[src/rtl/muldiv_unit_if.sv]
// Request/answer bundle between the exec sub-units and the shared HI/LO multiply/divide unit.
// The master side issues start pulses and operands; the slave side reports busy and read data.
interface muldiv_unit_if;
   logic        req_start;
   logic [2:0]  req_op;
   logic [31:0] req_op1;
   logic [31:0] req_op2;
   logic        ans_busy;
   logic [31:0] ans_data;

   modport master (
      output req_start, req_op, req_op1, req_op2,
      input  ans_busy, ans_data
   );

   modport slave (
      input  req_start, req_op, req_op1, req_op2,
      output ans_busy, ans_data
   );
endinterface

[src/rtl/muldiv_unit.sv]
// MIPS32 HI/LO unit: fixed-latency multiply, 32-step restoring divide plus fix-up cycle,
// MTHI/MTLO writes, and combinational MFHI/MFLO read-back.
module muldiv_unit #(
   parameter int unsigned MUL_LATENCY = 4
) (
   input logic          clk,
   input logic          rst_n,
   muldiv_unit_if.slave bus_io
);

   localparam logic [2:0] OpMfhi  = 3'd0;
   localparam logic [2:0] OpMthi  = 3'd2;
   localparam logic [2:0] OpMtlo  = 3'd3;
   localparam logic [2:0] OpMult  = 3'd4;
   localparam logic [2:0] OpMultu = 3'd5;
   localparam logic [2:0] OpDiv   = 3'd6;
   localparam logic [2:0] OpDivu  = 3'd7;

   localparam int unsigned CntW = ($clog2(MUL_LATENCY) > 6) ? $clog2(MUL_LATENCY) : 6;
   localparam logic [CntW-1:0] MulInit = CntW'(MUL_LATENCY - 1);
   localparam logic [CntW-1:0] DivLast = CntW'(32);

   typedef enum logic [1:0] {StIdle, StMul, StDiv} state_e;

   state_e          state_q, state_d;
   logic [CntW-1:0] cnt_q, cnt_d;
   logic [31:0]     hi_q, hi_d;
   logic [31:0]     lo_q, lo_d;
   // a_q: multiplicand, or dividend magnitude shifting into the quotient
   logic [31:0]     a_q, a_d;
   // b_q: multiplier, or divisor magnitude
   logic [31:0]     b_q, b_d;
   logic [31:0]     rem_q, rem_d;
   logic            sgn_q, sgn_d;
   logic            qneg_q, qneg_d;
   logic            rneg_q, rneg_d;

   logic signed [65:0] mul_a, mul_b, prod;
   logic [32:0]        rem_shift;
   logic [33:0]        diff;
   logic               fits;
   logic               div_signed;
   logic [31:0]        abs1, abs2;

   assign mul_a = {{34{sgn_q & a_q[31]}}, a_q};
   assign mul_b = {{34{sgn_q & b_q[31]}}, b_q};
   assign prod  = mul_a * mul_b;

   assign rem_shift = {rem_q, a_q[31]};
   assign diff      = {1'b0, rem_shift} - {2'b00, b_q};
   assign fits      = ~diff[33];

   assign div_signed = (bus_io.req_op == OpDiv);
   assign abs1 = (div_signed && bus_io.req_op1[31]) ? -bus_io.req_op1 : bus_io.req_op1;
   assign abs2 = (div_signed && bus_io.req_op2[31]) ? -bus_io.req_op2 : bus_io.req_op2;

   always_comb begin
      state_d = state_q;
      cnt_d   = cnt_q;
      hi_d    = hi_q;
      lo_d    = lo_q;
      a_d     = a_q;
      b_d     = b_q;
      rem_d   = rem_q;
      sgn_d   = sgn_q;
      qneg_d  = qneg_q;
      rneg_d  = rneg_q;

      unique case (state_q)
         StIdle: begin
            if (bus_io.req_start) begin
               case (bus_io.req_op)
                  OpMthi: hi_d = bus_io.req_op1;
                  OpMtlo: lo_d = bus_io.req_op1;
                  OpMult, OpMultu: begin
                     a_d     = bus_io.req_op1;
                     b_d     = bus_io.req_op2;
                     sgn_d   = (bus_io.req_op == OpMult);
                     cnt_d   = MulInit;
                     state_d = StMul;
                  end
                  OpDiv, OpDivu: begin
                     a_d     = abs1;
                     b_d     = abs2;
                     rem_d   = '0;
                     qneg_d  = div_signed & (bus_io.req_op1[31] ^ bus_io.req_op2[31]);
                     rneg_d  = div_signed & bus_io.req_op1[31];
                     cnt_d   = '0;
                     state_d = StDiv;
                  end
                  default: ;
               endcase
            end
         end
         StMul: begin
            if (cnt_q == '0) begin
               {hi_d, lo_d} = prod[63:0];
               state_d      = StIdle;
            end else begin
               cnt_d = cnt_q - CntW'(1);
            end
         end
         StDiv: begin
            if (cnt_q == DivLast) begin
               // Zero divisor leaves rem = |op1|; restoring its sign reproduces op1 exactly.
               lo_d    = (b_q == '0) ? '1 : (qneg_q ? -a_q : a_q);
               hi_d    = rneg_q ? -rem_q : rem_q;
               state_d = StIdle;
            end else begin
               rem_d = fits ? diff[31:0] : rem_shift[31:0];
               a_d   = {a_q[30:0], fits};
               cnt_d = cnt_q + CntW'(1);
            end
         end
         default: state_d = StIdle;
      endcase
   end

   always_ff @(posedge clk or negedge rst_n) begin
      if (!rst_n) begin
         state_q <= StIdle;
         cnt_q   <= '0;
         hi_q    <= '0;
         lo_q    <= '0;
         a_q     <= '0;
         b_q     <= '0;
         rem_q   <= '0;
         sgn_q   <= 1'b0;
         qneg_q  <= 1'b0;
         rneg_q  <= 1'b0;
      end else begin
         state_q <= state_d;
         cnt_q   <= cnt_d;
         hi_q    <= hi_d;
         lo_q    <= lo_d;
         a_q     <= a_d;
         b_q     <= b_d;
         rem_q   <= rem_d;
         sgn_q   <= sgn_d;
         qneg_q  <= qneg_d;
         rneg_q  <= rneg_d;
      end
   end

   assign bus_io.ans_busy = (state_q != StIdle);
   assign bus_io.ans_data = (bus_io.req_op == OpMfhi) ? hi_q : lo_q;

endmodule

[src/flat_wrapper.sv]
// flat-port wrapper written by rule: the top's interface ports become plain ports
module muldiv_unit_flat 
#(
   parameter int unsigned MUL_LATENCY = 4
)
  (clk, rst_n, bus_io_req_start, bus_io_req_op, bus_io_req_op1, bus_io_req_op2, bus_io_ans_busy, bus_io_ans_data);
  muldiv_unit_if bus_io_i ();
  input logic clk;
  input logic rst_n;
  input wire logic [$bits(bus_io_i.req_start)-1:0] bus_io_req_start;
  input wire logic [$bits(bus_io_i.req_op)-1:0] bus_io_req_op;
  input wire logic [$bits(bus_io_i.req_op1)-1:0] bus_io_req_op1;
  input wire logic [$bits(bus_io_i.req_op2)-1:0] bus_io_req_op2;
  output wire logic [$bits(bus_io_i.ans_busy)-1:0] bus_io_ans_busy;
  output wire logic [$bits(bus_io_i.ans_data)-1:0] bus_io_ans_data;
  assign bus_io_i.req_start = bus_io_req_start;
  assign bus_io_i.req_op = bus_io_req_op;
  assign bus_io_i.req_op1 = bus_io_req_op1;
  assign bus_io_i.req_op2 = bus_io_req_op2;
  assign bus_io_ans_busy = bus_io_i.ans_busy;
  assign bus_io_ans_data = bus_io_i.ans_data;
  muldiv_unit #(.MUL_LATENCY(MUL_LATENCY)) u_core (.clk(clk), .rst_n(rst_n), .bus_io(bus_io_i));
endmodule
[config.mk]
export PLATFORM = sky130hd
export DESIGN_NAME = muldiv_unit_flat
export DESIGN_NICKNAME = d
export VERILOG_FILES = /design/src/rtl/muldiv_unit_if.sv /design/src/rtl/muldiv_unit.sv /design/src/flat_wrapper.sv
export SDC_FILE = /design/constraint.sdc
export NUM_CORES = 2
export LEC_CHECK = 0
export ABC_CLOCK_PERIOD_IN_PS = 19000
export CAP_MARGIN = 15
export CORE_AREA = 3 3 294 325
export CTS_BUF_LIST = sky130_fd_sc_hd__clkbuf_2
export CTS_CLUSTER_DIAMETER = 120
export DETAILED_ROUTE_END_ITERATION = 12
export DIE_AREA = 0 0 297 328
export GPL_TIMING_DRIVEN = 0
export PLACE_DENSITY_LB_ADDON = 0.08
export SYNTH_ARGS = -nofsm -noshare
export SYNTH_HDL_FRONTEND = slang
export SYNTH_SLANG_ARGS = --single-unit
[constraint.sdc]
create_clock -name clk -period 19 [get_ports clk]
set_input_delay 2.85 -clock clk [delete_from_list [all_inputs] [get_ports clk]]
set_output_delay 2.85 -clock clk [all_outputs]
set_load 0.02 [all_outputs]
==> summary.txt <==
Critical path class: register to register
Setup repair after global routing missed its margin: false
Syn_nets: 7266
Synth Instances: 5812
Seq/Total Area, Yosys: 8.43%
Layout cell share with drive strength beyond 1: 2.05%
Die area: 97400 µm²
Vias in the first global route: 44600
PostCTS Resize Cnt: 0
Crit start category: register
Total Wirelength: 215000 µm
Routability-driven placement congestion ratio: 1.04
YS warnings: 0
Final max-slew violation count: 0
Tcrit/Tclk final: 58.3%
Clk buf depth: 2
GRT Residual Overflow: 0
Synthesized area: 50800 µm²
DRT Pass-1 Iters: 7
Port Buffers: 100
Ys async rst share: 100%
Outcome: finished clean
Row cnt: 117
Req. time, crit path: 19.75 ns
First-pass GRT wire length: 307000 µm
RR Endpoint: u_core.hi_q[15]$_DFFE_PN0P_
Total CTS buffers: 17
CP startpoint: u_core.a_q[12]$_DFFE_PN0P_
Post-Layout Inst Area: 53900 µm²
Core area: 92500 µm²
Reg clk slew, reported paths: 0.30 ns
DP Wirelength: 176000 µm
Crit path DAT: 11.82 ns
I/O pins: 103
#FFs+latches synth: 171
Largest net degree at the start of global routing: 107
GR Util met2: 68.4%
Initial antenna violation count: 23
Setup violators final: 0
Die Y: 328 µm
Clock latency on the worst-skew pair: 0.87 ns
Cell variety after synth: 83
Htree depth: 4
Worst Setup EP: u_core.hi_q[15]$_DFFE_PN0P_
Routed len/inst: 29.6 µm
Met3 Resource Use GR: 11.3%
Met1 Use GR: 54.8%
Clk sink count: 171
Area post-placement: 53600 µm²
Peak Freq: 0.0904 GHz
CTS tree: yes
Via density: 6.09
Cell mode on critical path: fa_1
Max-slew headroom: 7.34%
DRC Markers: 0
Area Overhead vs Synth: 6.24%
Critical path peak fanout: 10
HP Class: register to register
R2r setup slk: 7.93 ns
CP max stage cell: clkbuf_1
Initial drt markers: 5386
CP peak stage delay: 0.95 ns
Busiest grt layer: met2
RR Startpoint: u_core.a_q[12]$_DFFE_PN0P_
Worst Tran Pin Value: 1.39 ns
Post-CTS setup buffer count: 0
Total Negative Setup Slacks: 0 ns
Number of flops mapped to enable cells by yosys: 0
DR vias: 44100
Max capacitance violation total: 0
Root buf cell: clkbuf_2
Die X: 297 µm
R2R depth: 29
Tmin final: 11.07 ns
DRT antenna net count: 0
Hold_buf cts: 0
Fin. Hold Viols: 0
Critical Path End Type: register
Initial core utilization: 54.9%
Nets@finish: 7404
Total global routing track utilization: 44.3%
Most used DFF post-synth: dfrtp_1
Post-Syn Area per Cell: 8.73 µm²
Skew final: 0.0412 ns
-- synthesized netlist by cell type, drive strengths merged, types with 42 or more instances --
library cell | count | area, µm²
and2 | 318 | 1990
inv | 1191 | 4470
ha | 257 | 3220
xnor2 | 146 | 1280
o21ai | 225 | 1130
fa | 1127 | 22600
nand2 | 937 | 3520
o31ai | 65 | 502
xor2 | 67 | 587
clkbuf | 331 | 1240
a21oi | 172 | 861
a21o | 57 | 428
nand3 | 52 | 260
dfrtp | 171 | 4280
buf | 42 | 173
nor2 | 200 | 751
-- flip-flops by register name, indices dropped and copies added (netlist names) --
| signal | count |
|---|---|
| u_core.sgn_q | 1 |
| u_core.a_q | 32 |
| u_core.rem_q | 32 |
| u_core.lo_q | 32 |
| u_core.qneg_q | 1 |
| u_core.state_q | 2 |
| u_core.b_q | 32 |
| u_core.cnt_q | 6 |
| u_core.rneg_q | 1 |
| u_core.hi_q | 32 |
-- area by class of cell --
type | count | area (µm²)
clock inverters | 14 | 113
plain buffers | 373 | 1420
diodes | 26 | 65.1
fillers | 8658 | 38600
well taps | 1249 | 1560
flip-flops and latches | 171 | 4280
clock buffers | 18 | 90.1
inverters | 1192 | 4470
multi-input cells | 4076 | 40600
repair buffers | 119 | 1340
-- worst min path at each step --
| stage | end | start | depth (start not counted) |
|---|---|---|---|
| after global placement | u_core.hi_q[0]$_DFFE_PN0P_ | u_core.hi_q[0]$_DFFE_PN0P_ | 2 |
| after detailed placement | u_core.hi_q[0]$_DFFE_PN0P_ | u_core.hi_q[0]$_DFFE_PN0P_ | 2 |
| after floorplan | u_core.hi_q[0]$_DFFE_PN0P_ | u_core.hi_q[0]$_DFFE_PN0P_ | 2 |
| after CTS | u_core.hi_q[0]$_DFFE_PN0P_ | u_core.hi_q[0]$_DFFE_PN0P_ | 2 |
| after global routing | u_core.hi_q[12]$_DFFE_PN0P_ | u_core.hi_q[12]$_DFFE_PN0P_ | 2 |
| final | u_core.lo_q[9]$_DFFE_PN0P_ | u_core.lo_q[9]$_DFFE_PN0P_ | 2 |
-- logic make-up after synthesis --
kind of cell | after synthesis | share of synthesized area (%)
multiplexers | 38 | 0.828
AND/OR/NAND/NOR | 1708 | 15.5
buffers and inverters | 1565 | 11.6
flip-flops | 171 | 8.43
adder cells (fa/ha/maj) | 1384 | 50.8
XOR/XNOR | 213 | 3.68
AO/OA/AOI/OAI | 733 | 9.22
-- cell usage in the layout (no fill, tap or decap), types with 99 or more instances in the layout --
| cell | Yosys | layout |
|---|---|---|
| dfrtp_1 | 171 | 171 |
| nand2_1 | 937 | 937 |
| xnor2_1 | 146 | 146 |
| nor2_1 | 200 | 200 |
| a21oi_1 | 172 | 172 |
| and2_1 | 318 | 318 |
| clkdlybuf4s50_1 | 0 | 99 |
| fa_1 | 1127 | 1127 |
| inv_1 | 1191 | 1191 |
| clkbuf_1 | 330 | 330 |
| ha_1 | 257 | 257 |
| o21ai_0 | 215 | 215 |
-- through the flow --
step,hold WS [ns],worst slack [ns],instances,utilization [%]
2_1_floorplan,0.443,10.99,5812,-
3_3_place_gp,0.453,7.59,7161,57.6
3_5_place_dp,0.464,8.43,7174,57.9
4_1_cts,0.515,8.43,7206,58.1
5_1_grt,0.534,7.81,7215,58.2
6_report,0.520,7.93,7238,58.3
-- critical path: cells and delay by family, from the launching register on --
| kind | cells | cell delay (ns) |
|---|---|---|
| AOI/OAI and AO/OA | 8 | 3.18 |
| buffers and inverters | 8 | 2.24 |
| xor gates and xnor gates | 1 | 0.23 |
| DFF | 1 | 0.40 |
| and+or+nand+nor | 3 | 0.62 |
| adders and majority gates | 9 | 4.28 |
-- routing by layer --
metal / up-vias / share of wire, %
met5: - / 0.050
met2: 2940 / 44
met3: 800 / 11
li1: 17900 / -
met4: 4 / 8.7
met1: 22400 / 36
Power is not shown: default switching activity piles up to over one toggle a cycle in this logic, so the estimate is an artifact.
